$ cat src/rtl/qrisc32_decode.sv
// Qrisc32 decode stage.
// Accepts {instr, pc} from fetch over valid/ready, reads the 32x32 register
// file (write-first bypass from WB) and presents a decoded pipe_struct_t to EX
// through an output register backed by a one-entry skid buffer.
// Ports:
//   clk, areset            clock, asynchronous active-high reset
//   flush                  drop held and offered instructions
//   instr_valid/ready      fetch handshake; instr, pc payload
//   out_valid/ready        EX handshake; out_pipe, out_illegal payload
//   wb_en, wb_addr, wb_data  register file write port

package risc_pack;
  localparam int unsigned XLEN = 32;
  localparam int unsigned RW   = 5;

  localparam logic [3:0] OP_LDR    = 4'd0;
  localparam logic [3:0] OP_STR    = 4'd1;
  localparam logic [3:0] OP_JMPUNC = 4'd2;
  localparam logic [3:0] OP_JMPF   = 4'd3;
  localparam logic [3:0] OP_ALU    = 4'd4;
  localparam logic [3:0] OP_LDRF   = 4'd5;

  typedef struct packed {
    logic [3:0]      op;
    logic [1:0]      ty;
    logic [2:0]      alu;
    logic            ofs_r;
    logic [2:0]      inc;
    logic [RW-1:0]   src_r2;
    logic [RW-1:0]   src_r1;
    logic [RW-1:0]   dst_r;
    logic [XLEN-1:0] val_r1;
    logic [XLEN-1:0] val_r2;
    logic [XLEN-1:0] val_dst;
    logic [3:0]      incr_r2;
    logic            incr_r2_enable;
    logic            read_mem;
    logic            write_mem;
    logic            write_reg;
    logic            jmpunc;
    logic            jmpz;
    logic            jmpnz;
    logic            jmpc;
    logic            jmpnc;
    logic            and_op;
    logic            or_op;
    logic            xor_op;
    logic            add_op;
    logic            mul_op;
    logic            shl_op;
    logic            shr_op;
    logic            cmp_op;
    logic            ldrf_op;
  } pipe_struct_t;
endpackage

module qrisc32_decode
  import risc_pack::*;
#(
  parameter logic [31:0] RF_RESET_VAL = 32'h0
) (
  input  logic         clk,
  input  logic         areset,
  input  logic         flush,
  input  logic         instr_valid,
  output logic         instr_ready,
  input  logic [31:0]  instr,
  input  logic [31:0]  pc,
  output logic         out_valid,
  input  logic         out_ready,
  output pipe_struct_t out_pipe,
  output logic         out_illegal,
  input  logic         wb_en,
  input  logic [4:0]   wb_addr,
  input  logic [31:0]  wb_data
);

  logic [XLEN-1:0] rf_q [32];
  logic [XLEN-1:0] rd_r1, rd_r2, rd_dst;

  pipe_struct_t dec;
  logic         dec_ill;
  logic         inc_en;
  logic [3:0]   cond;

  pipe_struct_t out_pipe_q, out_pipe_d, sk_pipe_q, sk_pipe_d;
  logic         out_valid_q, out_valid_d, sk_valid_q, sk_valid_d;
  logic         out_ill_q, out_ill_d, sk_ill_q, sk_ill_d;
  logic         accept;

  // Register file; WB writes land regardless of flush or stall.
  always_ff @(posedge clk or posedge areset) begin
    if (areset) begin
      for (int i = 0; i < 32; i++) rf_q[i] <= RF_RESET_VAL;
    end else if (wb_en) begin
      rf_q[wb_addr] <= wb_data;
    end
  end

  // Write-first read ports.
  assign rd_r1  = (wb_en && wb_addr == instr[9:5])   ? wb_data : rf_q[instr[9:5]];
  assign rd_r2  = (wb_en && wb_addr == instr[14:10]) ? wb_data : rf_q[instr[14:10]];
  assign rd_dst = (wb_en && wb_addr == instr[4:0])   ? wb_data : rf_q[instr[4:0]];

  // Branch / LDRF condition one-hot {z, nz, c, nc} selected by ty.
  always_comb begin
    cond = 4'b0000;
    case (instr[27:26])
      2'd0: cond = 4'b1000;
      2'd1: cond = 4'b0100;
      2'd2: cond = 4'b0010;
      2'd3: cond = 4'b0001;
    endcase
  end

  // Instruction decode.
  always_comb begin
    dec         = '0;
    dec_ill     = 1'b0;
    dec.op      = instr[31:28];
    dec.ty      = instr[27:26];
    dec.alu     = instr[27:25];
    dec.ofs_r   = instr[25];
    dec.inc     = instr[24:22];
    dec.src_r2  = instr[14:10];
    dec.src_r1  = instr[9:5];
    dec.dst_r   = instr[4:0];
    dec.val_r1  = rd_r1;
    dec.val_dst = rd_dst;
    dec.val_r2  = instr[25] ? rd_r2 : {{17{instr[24]}}, instr[24:10]};
    dec.incr_r2 = {1'b0, instr[24:22]};
    inc_en      = (instr[23:22] != 2'b00) &&
                  (instr[25] || instr[31:28] == OP_ALU || instr[31:28] == OP_LDRF);
    case (instr[31:28])
      OP_LDR: begin
        dec.write_reg = 1'b1;
        case (instr[27:26])
          2'd1: begin
            dec.val_r1 = {instr[20:5], rd_dst[15:0]};
            inc_en     = 1'b0;
          end
          2'd2: begin
            dec.val_r1 = {rd_dst[31:16], instr[20:5]};
            inc_en     = 1'b0;
          end
          2'd3:    dec.read_mem = 1'b1;
          default: ;
        endcase
      end
      OP_STR: begin
        if (instr[27:26] == 2'd3) begin
          dec.write_mem = 1'b1;
        end else begin
          dec_ill = 1'b1;
          inc_en  = 1'b0;
        end
      end
      OP_JMPUNC: begin
        dec.jmpunc = 1'b1;
        case (instr[27:26])
          2'd0: begin
            dec.val_dst = {pc[31:26], instr[25:0]};
            inc_en      = 1'b0;
          end
          2'd1: dec.val_r1 = pc;
          2'd2: begin
            dec.val_r1    = pc;
            dec.write_reg = 1'b1;
          end
          default: ;
        endcase
      end
      OP_JMPF: begin
        dec.val_r1 = pc;
        {dec.jmpz, dec.jmpnz, dec.jmpc, dec.jmpnc} = cond;
      end
      OP_ALU: begin
        dec.val_r2    = rd_r2;
        dec.write_reg = (instr[27:25] != 3'd7);
        case (instr[27:25])
          3'd0: dec.and_op = 1'b1;
          3'd1: dec.or_op  = 1'b1;
          3'd2: dec.xor_op = 1'b1;
          3'd3: dec.add_op = 1'b1;
          3'd4: dec.mul_op = 1'b1;
          3'd5: dec.shl_op = 1'b1;
          3'd6: dec.shr_op = 1'b1;
          3'd7: dec.cmp_op = 1'b1;
        endcase
      end
      OP_LDRF: begin
        dec.ldrf_op   = 1'b1;
        dec.write_reg = 1'b1;
        dec.val_r2    = rd_r2;
        {dec.jmpz, dec.jmpnz, dec.jmpc, dec.jmpnc} = cond;
      end
      default: begin
        dec_ill = 1'b1;
        inc_en  = 1'b0;
      end
    endcase
    dec.incr_r2_enable = inc_en;
  end

  // Output register + skid buffer next state; flush wins over everything.
  always_comb begin
    out_valid_d = out_valid_q;
    out_pipe_d  = out_pipe_q;
    out_ill_d   = out_ill_q;
    sk_valid_d  = sk_valid_q;
    sk_pipe_d   = sk_pipe_q;
    sk_ill_d    = sk_ill_q;
    accept      = instr_valid && !sk_valid_q;
    if (flush) begin
      out_valid_d = 1'b0;
      sk_valid_d  = 1'b0;
    end else if (!out_valid_q || out_ready) begin
      if (sk_valid_q) begin
        // skid entry is older than anything fetch could offer now
        out_valid_d = 1'b1;
        out_pipe_d  = sk_pipe_q;
        out_ill_d   = sk_ill_q;
        sk_valid_d  = 1'b0;
      end else if (accept) begin
        out_valid_d = 1'b1;
        out_pipe_d  = dec;
        out_ill_d   = dec_ill;
      end else begin
        out_valid_d = 1'b0;
      end
    end else if (accept) begin
      sk_valid_d = 1'b1;
      sk_pipe_d  = dec;
      sk_ill_d   = dec_ill;
    end
  end

  always_ff @(posedge clk or posedge areset) begin
    if (areset) begin
      out_valid_q <= 1'b0;
      out_pipe_q  <= '0;
      out_ill_q   <= 1'b0;
      sk_valid_q  <= 1'b0;
      sk_pipe_q   <= '0;
      sk_ill_q    <= 1'b0;
    end else begin
      out_valid_q <= out_valid_d;
      out_pipe_q  <= out_pipe_d;
      out_ill_q   <= out_ill_d;
      sk_valid_q  <= sk_valid_d;
      sk_pipe_q   <= sk_pipe_d;
      sk_ill_q    <= sk_ill_d;
    end
  end

  assign instr_ready = !sk_valid_q;
  assign out_valid   = out_valid_q;
  assign out_pipe    = out_pipe_q;
  assign out_illegal = out_ill_q;

endmodule

$ cat config.mk
export PLATFORM = sky130hd
export DESIGN_NAME = qrisc32_decode
export DESIGN_NICKNAME = d
export VERILOG_FILES = /design/src/rtl/qrisc32_decode.sv
export SDC_FILE = /design/constraint.sdc
export NUM_CORES = 2
export LEC_CHECK = 0
export CAP_MARGIN = 0
export CORE_UTILIZATION = 40
export DETAILED_ROUTE_END_ITERATION = 10
export GPL_TIMING_DRIVEN = 0
export PLACE_DENSITY = 0.59
export REMOVE_ABC_BUFFERS = 1
export SLEW_MARGIN = 25
export SYNTH_ARGS = -nofsm -noshare
export SYNTH_HDL_FRONTEND = slang
export SYNTH_SLANG_ARGS = --single-unit
export TNS_END_PERCENT = 30
$ cat constraint.sdc
create_clock -name clk -period 62.3 [get_ports clk]
set_clock_uncertainty 0.1 [all_clocks]
set_input_delay 9.345 -clock clk [delete_from_list [all_inputs] [get_ports clk]]
set_output_delay 9.345 -clock clk [all_outputs]
set_load 0.02 [all_outputs]
### Word level (Yosys, flattened, before mapping)

Cells that the tools add are included.

| cells by class | value |
|---|---|
| add/subtract/negate cells | 0 |
| $mul | 0 |
| divide/modulo/power cells | 0 |
| order comparisons | 5 |
| equal/unequal tests | 19 |
| shift-type cells | 0 |
| mux-type cells | 57 |
| bitwise operators | 6 |
| reductions and logical operators | 26 |

Operators by type and width:

| kind | count |
|---|---|
| 1024-bit bitwise mux | 1 |
| 32-bit binary-select mux with 5-bit select | 3 |
| 32-bit 2-to-1 mux | 15 |
| 146-bit 2-to-1 mux | 2 |
| 32-bit demux with 5-bit select | 1 |
| 32-bit one-hot mux with 3 select lines | 1 |
| 32-bit one-hot mux with 2 select lines | 1 |
| 1-bit 2-to-1 mux | 27 |
| 6-bit >= comparator (second input constant) | 4 |
| 5-bit NOT with 6-bit output | 4 |
| 4-bit one-hot mux with 4 select lines | 1 |
| 5-bit == test | 3 |
| 3-bit == test (second input constant) | 4 |
| 4-bit by 2-bit == test with 1-bit output (second input constant) | 2 |
| 4-bit by 3-bit == test with 1-bit output (second input constant) | 2 |
| 8-bit 2-to-1 mux | 1 |
| 2-bit OR reduction | 4 |
| 3-bit by 2-bit == test with 1-bit output (second input constant) | 2 |
| 1-bit logical AND | 6 |
| 6-bit by 1-bit < comparator with 1-bit output (second input constant) | 1 |
| 3-bit AND reduction | 2 |
| 2-bit nonzero test | 3 |
| 5-bit OR reduction | 1 |
| 2-bit == test (second input constant) | 2 |
| other kinds (16) | 20 |

| storage, ports and cells | value |
|---|---|
| bits in registers | 1,316 |
| bits in latches | 0 |
| RAM bits | 0 |
| bits in read-only memories | 0 |
| logic and storage cells | 208 |
| memories kept | 0 |

### Longest topological paths before layout

| logic depth | value |
|---|---|
| depth after elaboration | 9 |
| mapped depth | 11 |
| mapped depth without buffers | 8 |

### Least setup slack after synthesis

Ideal clock, no wire load.

| path | value |
|---|---|
| path type | input to register |
| start point | input instr[6] |
| end point | register out_pipe_q, in the netlist out_pipe[89] |
| arrival | 11,313 ps |
| required time | 62,065 ps |
| path slack | 50,753 ps |
| stages on the path | 8 |
| path buffers | 3 |
| cells stage by stage | clkbuf_1 > buf_1 > clkbuf_1 > mux4_2 > a221oi_1 > a31oi_1 > nor4_1 > o21ai_0 |

| on the way | value |
|---|---|
| longest elaborated chain between the ends | 9 |
| elaborated cells between the ends (all ways) | 12 |
| those cells by class | eq/ne (1); mux (9); bitwise (1); reduce/logical (1) |

Ends and longest elaborated chain:

| what | RTL line | text |
|---|---|---|
| start, declared | 67 | `input logic [31:0] instr,` |
| 5-bit NOT with 6-bit output (implied by the code) | 101 | `assign rd_r1 = (wb_en && wb_addr == instr[9:5]) ? wb_data : rf_q[instr[9:5]];` |
| 32-bit binary-select mux with 5-bit select | 101 |  |
| 32-bit 2-to-1 mux (implied by the code) (2 in a row) | 101 |  |
| 32-bit 2-to-1 mux * | 101 |  |
| 32-bit one-hot mux with 2 select lines / 32-bit 2-to-1 mux (equally long branches) | 137, 160 |  |
| 32-bit one-hot mux with 3 select lines * | 134 | `case (instr[31:28])` |
| 146-bit 2-to-1 mux * | 224 | `end else if (accept) begin` |
| 146-bit 2-to-1 mux * | 218 | `if (sk_valid_q) begin` |
| end signal, assigned | 248 | `out_pipe_q <= out_pipe_d;` |
| end, declared | 86 | `pipe_struct_t out_pipe_q, out_pipe_d, sk_pipe_q, sk_pipe_d;` |

Every way passes the cells marked *; elsewhere a longest branch is shown, timed or not. The select of a mux whose other input is x is not followed.
A chain may end at the register's enable or synchronous reset.

### Worst setup path after layout

| path | value |
|---|---|
| start point | input instr[5] |
| end point | register sk_pipe_q[114] (netlist name) |

| on the way | value |
|---|---|
| longest elaborated chain between the ends | 7 |
| elaborated cells between the ends (all ways) | 10 |
| those cells by class | eq/ne (1); mux (7); bitwise (1); reduce/logical (1) |

Ends and longest elaborated chain:

| what | RTL line | text |
|---|---|---|
| 5-bit NOT with 6-bit output (implied by the code) | 101 |  |
| 32-bit binary-select mux with 5-bit select | 101 |  |
| 32-bit 2-to-1 mux (implied by the code) (2 in a row) | 101 |  |
| 32-bit 2-to-1 mux * | 101 |  |
| 32-bit one-hot mux with 2 select lines / 32-bit 2-to-1 mux (equally long branches) | 137, 160 |  |
| 32-bit one-hot mux with 3 select lines * | 134 |  |
| end signal, assigned | 251 | `sk_pipe_q <= sk_pipe_d;` |
| end, declared | 86 |  |

Marked as above.

==> results_dict.tcl <==
set metrics [dict create \
    grt_pass1_vias 58900 \
    grt_usage_pct 32.2 \
    p_sw_w 0.000844 \
    cp_slowest_cell "nand4_1" \
    grt-ovfl-total 0 \
    max_freq_mhz 73.2 \
    ys_warn_count 0 \
    stdcell_count 8644 \
    async_flop_share_pct 100 \
    power_frac_clock_pct 32.9 \
    crit_start "instr[5]" \
    finalSetupTns_ns 0 \
    grt_max_degree 101 \
    final_layout_size_suffix_gt1_share_pct 36.8 \
    powerDensity_nw_per_um2 30.2 \
    num_vias 59600 \
    portBuffers 254 \
    dr.first_iter.drc_count 7900 \
    cts_setup_buffers 0 \
    status "finished clean" \
    htree_levels 4 \
    internal_power_w 0.00190 \
    final_common_cell "dfrtp_1" \
    cp_max_fo 61 \
    synth.distinct_cells 64 \
    drv_slew 0 \
    pwr-share-seq_pct 42.7 \
    p_sw_share_pct 30.7 \
    ys.flop_type "dfrtp_1" \
    antenna_found_initial 26 \
    drt_wl_total_um 316000 \
    worstPathArrival_ns 14.31 \
    ctsHoldBuffers 0 \
    clock_path_buffers 3 \
    worst_pin_slew_ns 1.14 \
    worst_ep_required_time_ns 62.94 \
    min_period_ns 13.67 \
    coreArea_um2 191000 \
    die_y_um 442 \
    firstDrtPassIters 6 \
    synthTopCellsByArea "dfrtp_1 (42%), mux4_2 (16%), mux2_2 (15%)" \
    drv_cap 0 \
    reg2reg_from "sk_valid_q" \
    start_kind "input pin" \
    end_kind "flip-flop" \
    ys_seq_area_share_pct 42.3 \
    cp_cell_sequence "buf_8 > buf_16 > buf_16 > buf_16 > xor2_1 > nor4_1 > nand4_1 > nand2_2 > buf_16 > a2111oi_1 > o21ai_0" \
    rsz0062_at_grt "no" \
    area_growth_pct 17.7 \
    clkTransAtPathRegs_ns 0.06 \
    cts_tree "built" \
    die_area_um2 195000 \
    hp-class "flip-flop to flip-flop" \
    dpl.cell_count 8362 \
    grt_first_pass_wirelength_um 446000 \
    insertion_delay_ns 0.83 \
    wl_per_cell_um 36.6 \
    final_cell_mix "dfrtp_1 (1305), mux2_2 (1044), mux2i_1 (638)" \
    pin_count 256 \
    viasPerCell 6.89 \
    rows 160 \
    yosys.area.top_type "dfrtp_1" \
    cts-root-buf "clkbuf_16" \
    crit_path_frequent_cell "buf_16" \
    start_util_pct 40.5 \
    slowest_delay_ns 1.00 \
    relSlewSlack_pct 24.0 \
    dpl_cell_area_um2 86000 \
    power.leakage_nw 38.7 \
    synthesis.instances 6027 \
    synth-seq-cells 1306 \
    ctsResizeCount 0 \
    dpl.hpwl_um 207000 \
    fin_total_pwr_w 0.00275 \
    synth_edf_count 0 \
    setup_viol 0 \
    min_from "sk_pipe_q[94]" \
    gp_congestion 0.833 \
    nFillCells 16700 \
    post-route-cell-area_um2 91000 \
    hold_viol 0 \
    numClockSinks 1306 \
    postRouteAntennaNets 0 \
    whs_ns 0.370 \
    final_nets 6116 \
    finalCritPeriodShare_pct 21.9 \
    synth_top_area_share_pct 42.3 \
    synth_area_um2 77300 \
    combPwrFrac_pct 24.4 \
    ir_worst_vdd_v 0.0000208 \
    cts_buffers 151 \
    syn_avg_cell_area_um2 12.8 \
    fp.dieW_um 442 \
    critPathKind "input pin to flip-flop" \
    drc 0 \
]
==> power by group through the flow <==
| stage | Sequential (W) | Combinational (W) | Clock [W] |
|---|---|---|---|
| after CTS | 0.00116 | 0.000665 | 0.000914 |
| after floorplan | 0.00115 | 0.000419 | 0 |
| after global routing | 0.00119 | 0.000709 | 0.000947 |
| after global placement | 0.00117 | 0.000738 | 0 |
| after detailed placement | 0.00118 | 0.000662 | 0 |
| final | 0.00117 | 0.000670 | 0.000905 |
==> final timing paths <==
path                                        to  slack [ns]  depth (start not counted)
worst max-delay path            sk_pipe_q[114]       48.63                         11
worst min-delay path             sk_pipe_q[94]        0.37                          2
worst max register to register    out_pipe[69]       58.97                          5
worst min register to register   sk_pipe_q[94]        0.37                          2
max in group asynchronous            rf_q[910]       50.98                          7
min in group asynchronous       sk_pipe_q[124]        8.84                          2
==> flip-flops by register name (all words and copies together) (netlist names) <==
signal,cells
rf_q,1024
sk_valid_q,1
sk_pipe_q,139
out_pipe,139
sk_ill_q,1
out_illegal,1
out_valid,1
==> worst max-delay path, delay by kind of cell <==
kind / cells / cell delay (ns)
AND/OR/NAND/NOR: 3 / 2.40
buffers and inverters: 5 / 1.79
AO/OA/AOI/OAI: 2 / 0.40
XOR/XNOR: 1 / 0.13
==> cell type report <==
cell class | count | area (µm²) | share of cell area (%)
diodes | 16 | 40.0 | 0.0440
inverters | 11 | 53.8 | 0.0591
clock buffers | 217 | 4390 | 4.83
clock inverters | 49 | 531 | 0.583
well taps | 2511 | 3140 | 3.45
multi-input cells | 4032 | 42200 | 46.4
repair buffers | 502 | 7930 | 8.72
flip-flops and latches | 1306 | 32700 | 35.9
==> logic make-up after synthesis <==
family / after synthesis / synth area share (%)
adders and majority gates: 5 / 0.0810
xor gates and xnor gates: 16 / 0.181
DFF: 1306 / 42.3
AOI/OAI and AO/OA: 1100 / 10.0
buffers and inverters: 689 / 3.86
muxes: 2232 / 39.5
and+or+nand+nor: 678 / 4.04
other: 1 / 0.00485
==> cells in the mapped netlist (all sizes together), types with 12 or more instances <==
cell,number
a2111oi,31
a221o,48
a21oi,139
o21a,20
buf,261
nand3,137
mux4,550
o22a,18
nor3,15
clkbuf,417
and3,34
a31oi,112
a22o,101
o21ai,251
nor2,101
dfrtp,1306
nand2b,17
o211ai,23
a32oi,12
or3,13
a22oi,262
mux2,1044
a221oi,51
nand2,296
mux2i,638
==> per-layer routing <==
metal | global-route usage (%) | vias to the layer above | part of all wire, %
li1 | - | 23400 | -
met1 | 41.5 | 31000 | 38
met2 | 47.4 | 4009 | 44
met3 | 8.74 | 1092 | 11
met4 | 21.5 | 18 | 7.7
met5 | 0 | - | 0.037
==> through the flow <==
step,utilization (%),worst slack [ns]
2_1_floorplan,-,16.04
3_3_place_gp,41.9,-0.137
3_5_place_dp,45.0,47.74
4_1_cts,47.6,48.62
5_1_grt,47.6,48.57
6_report,47.6,48.63
Power figures use the tool's default switching activity.
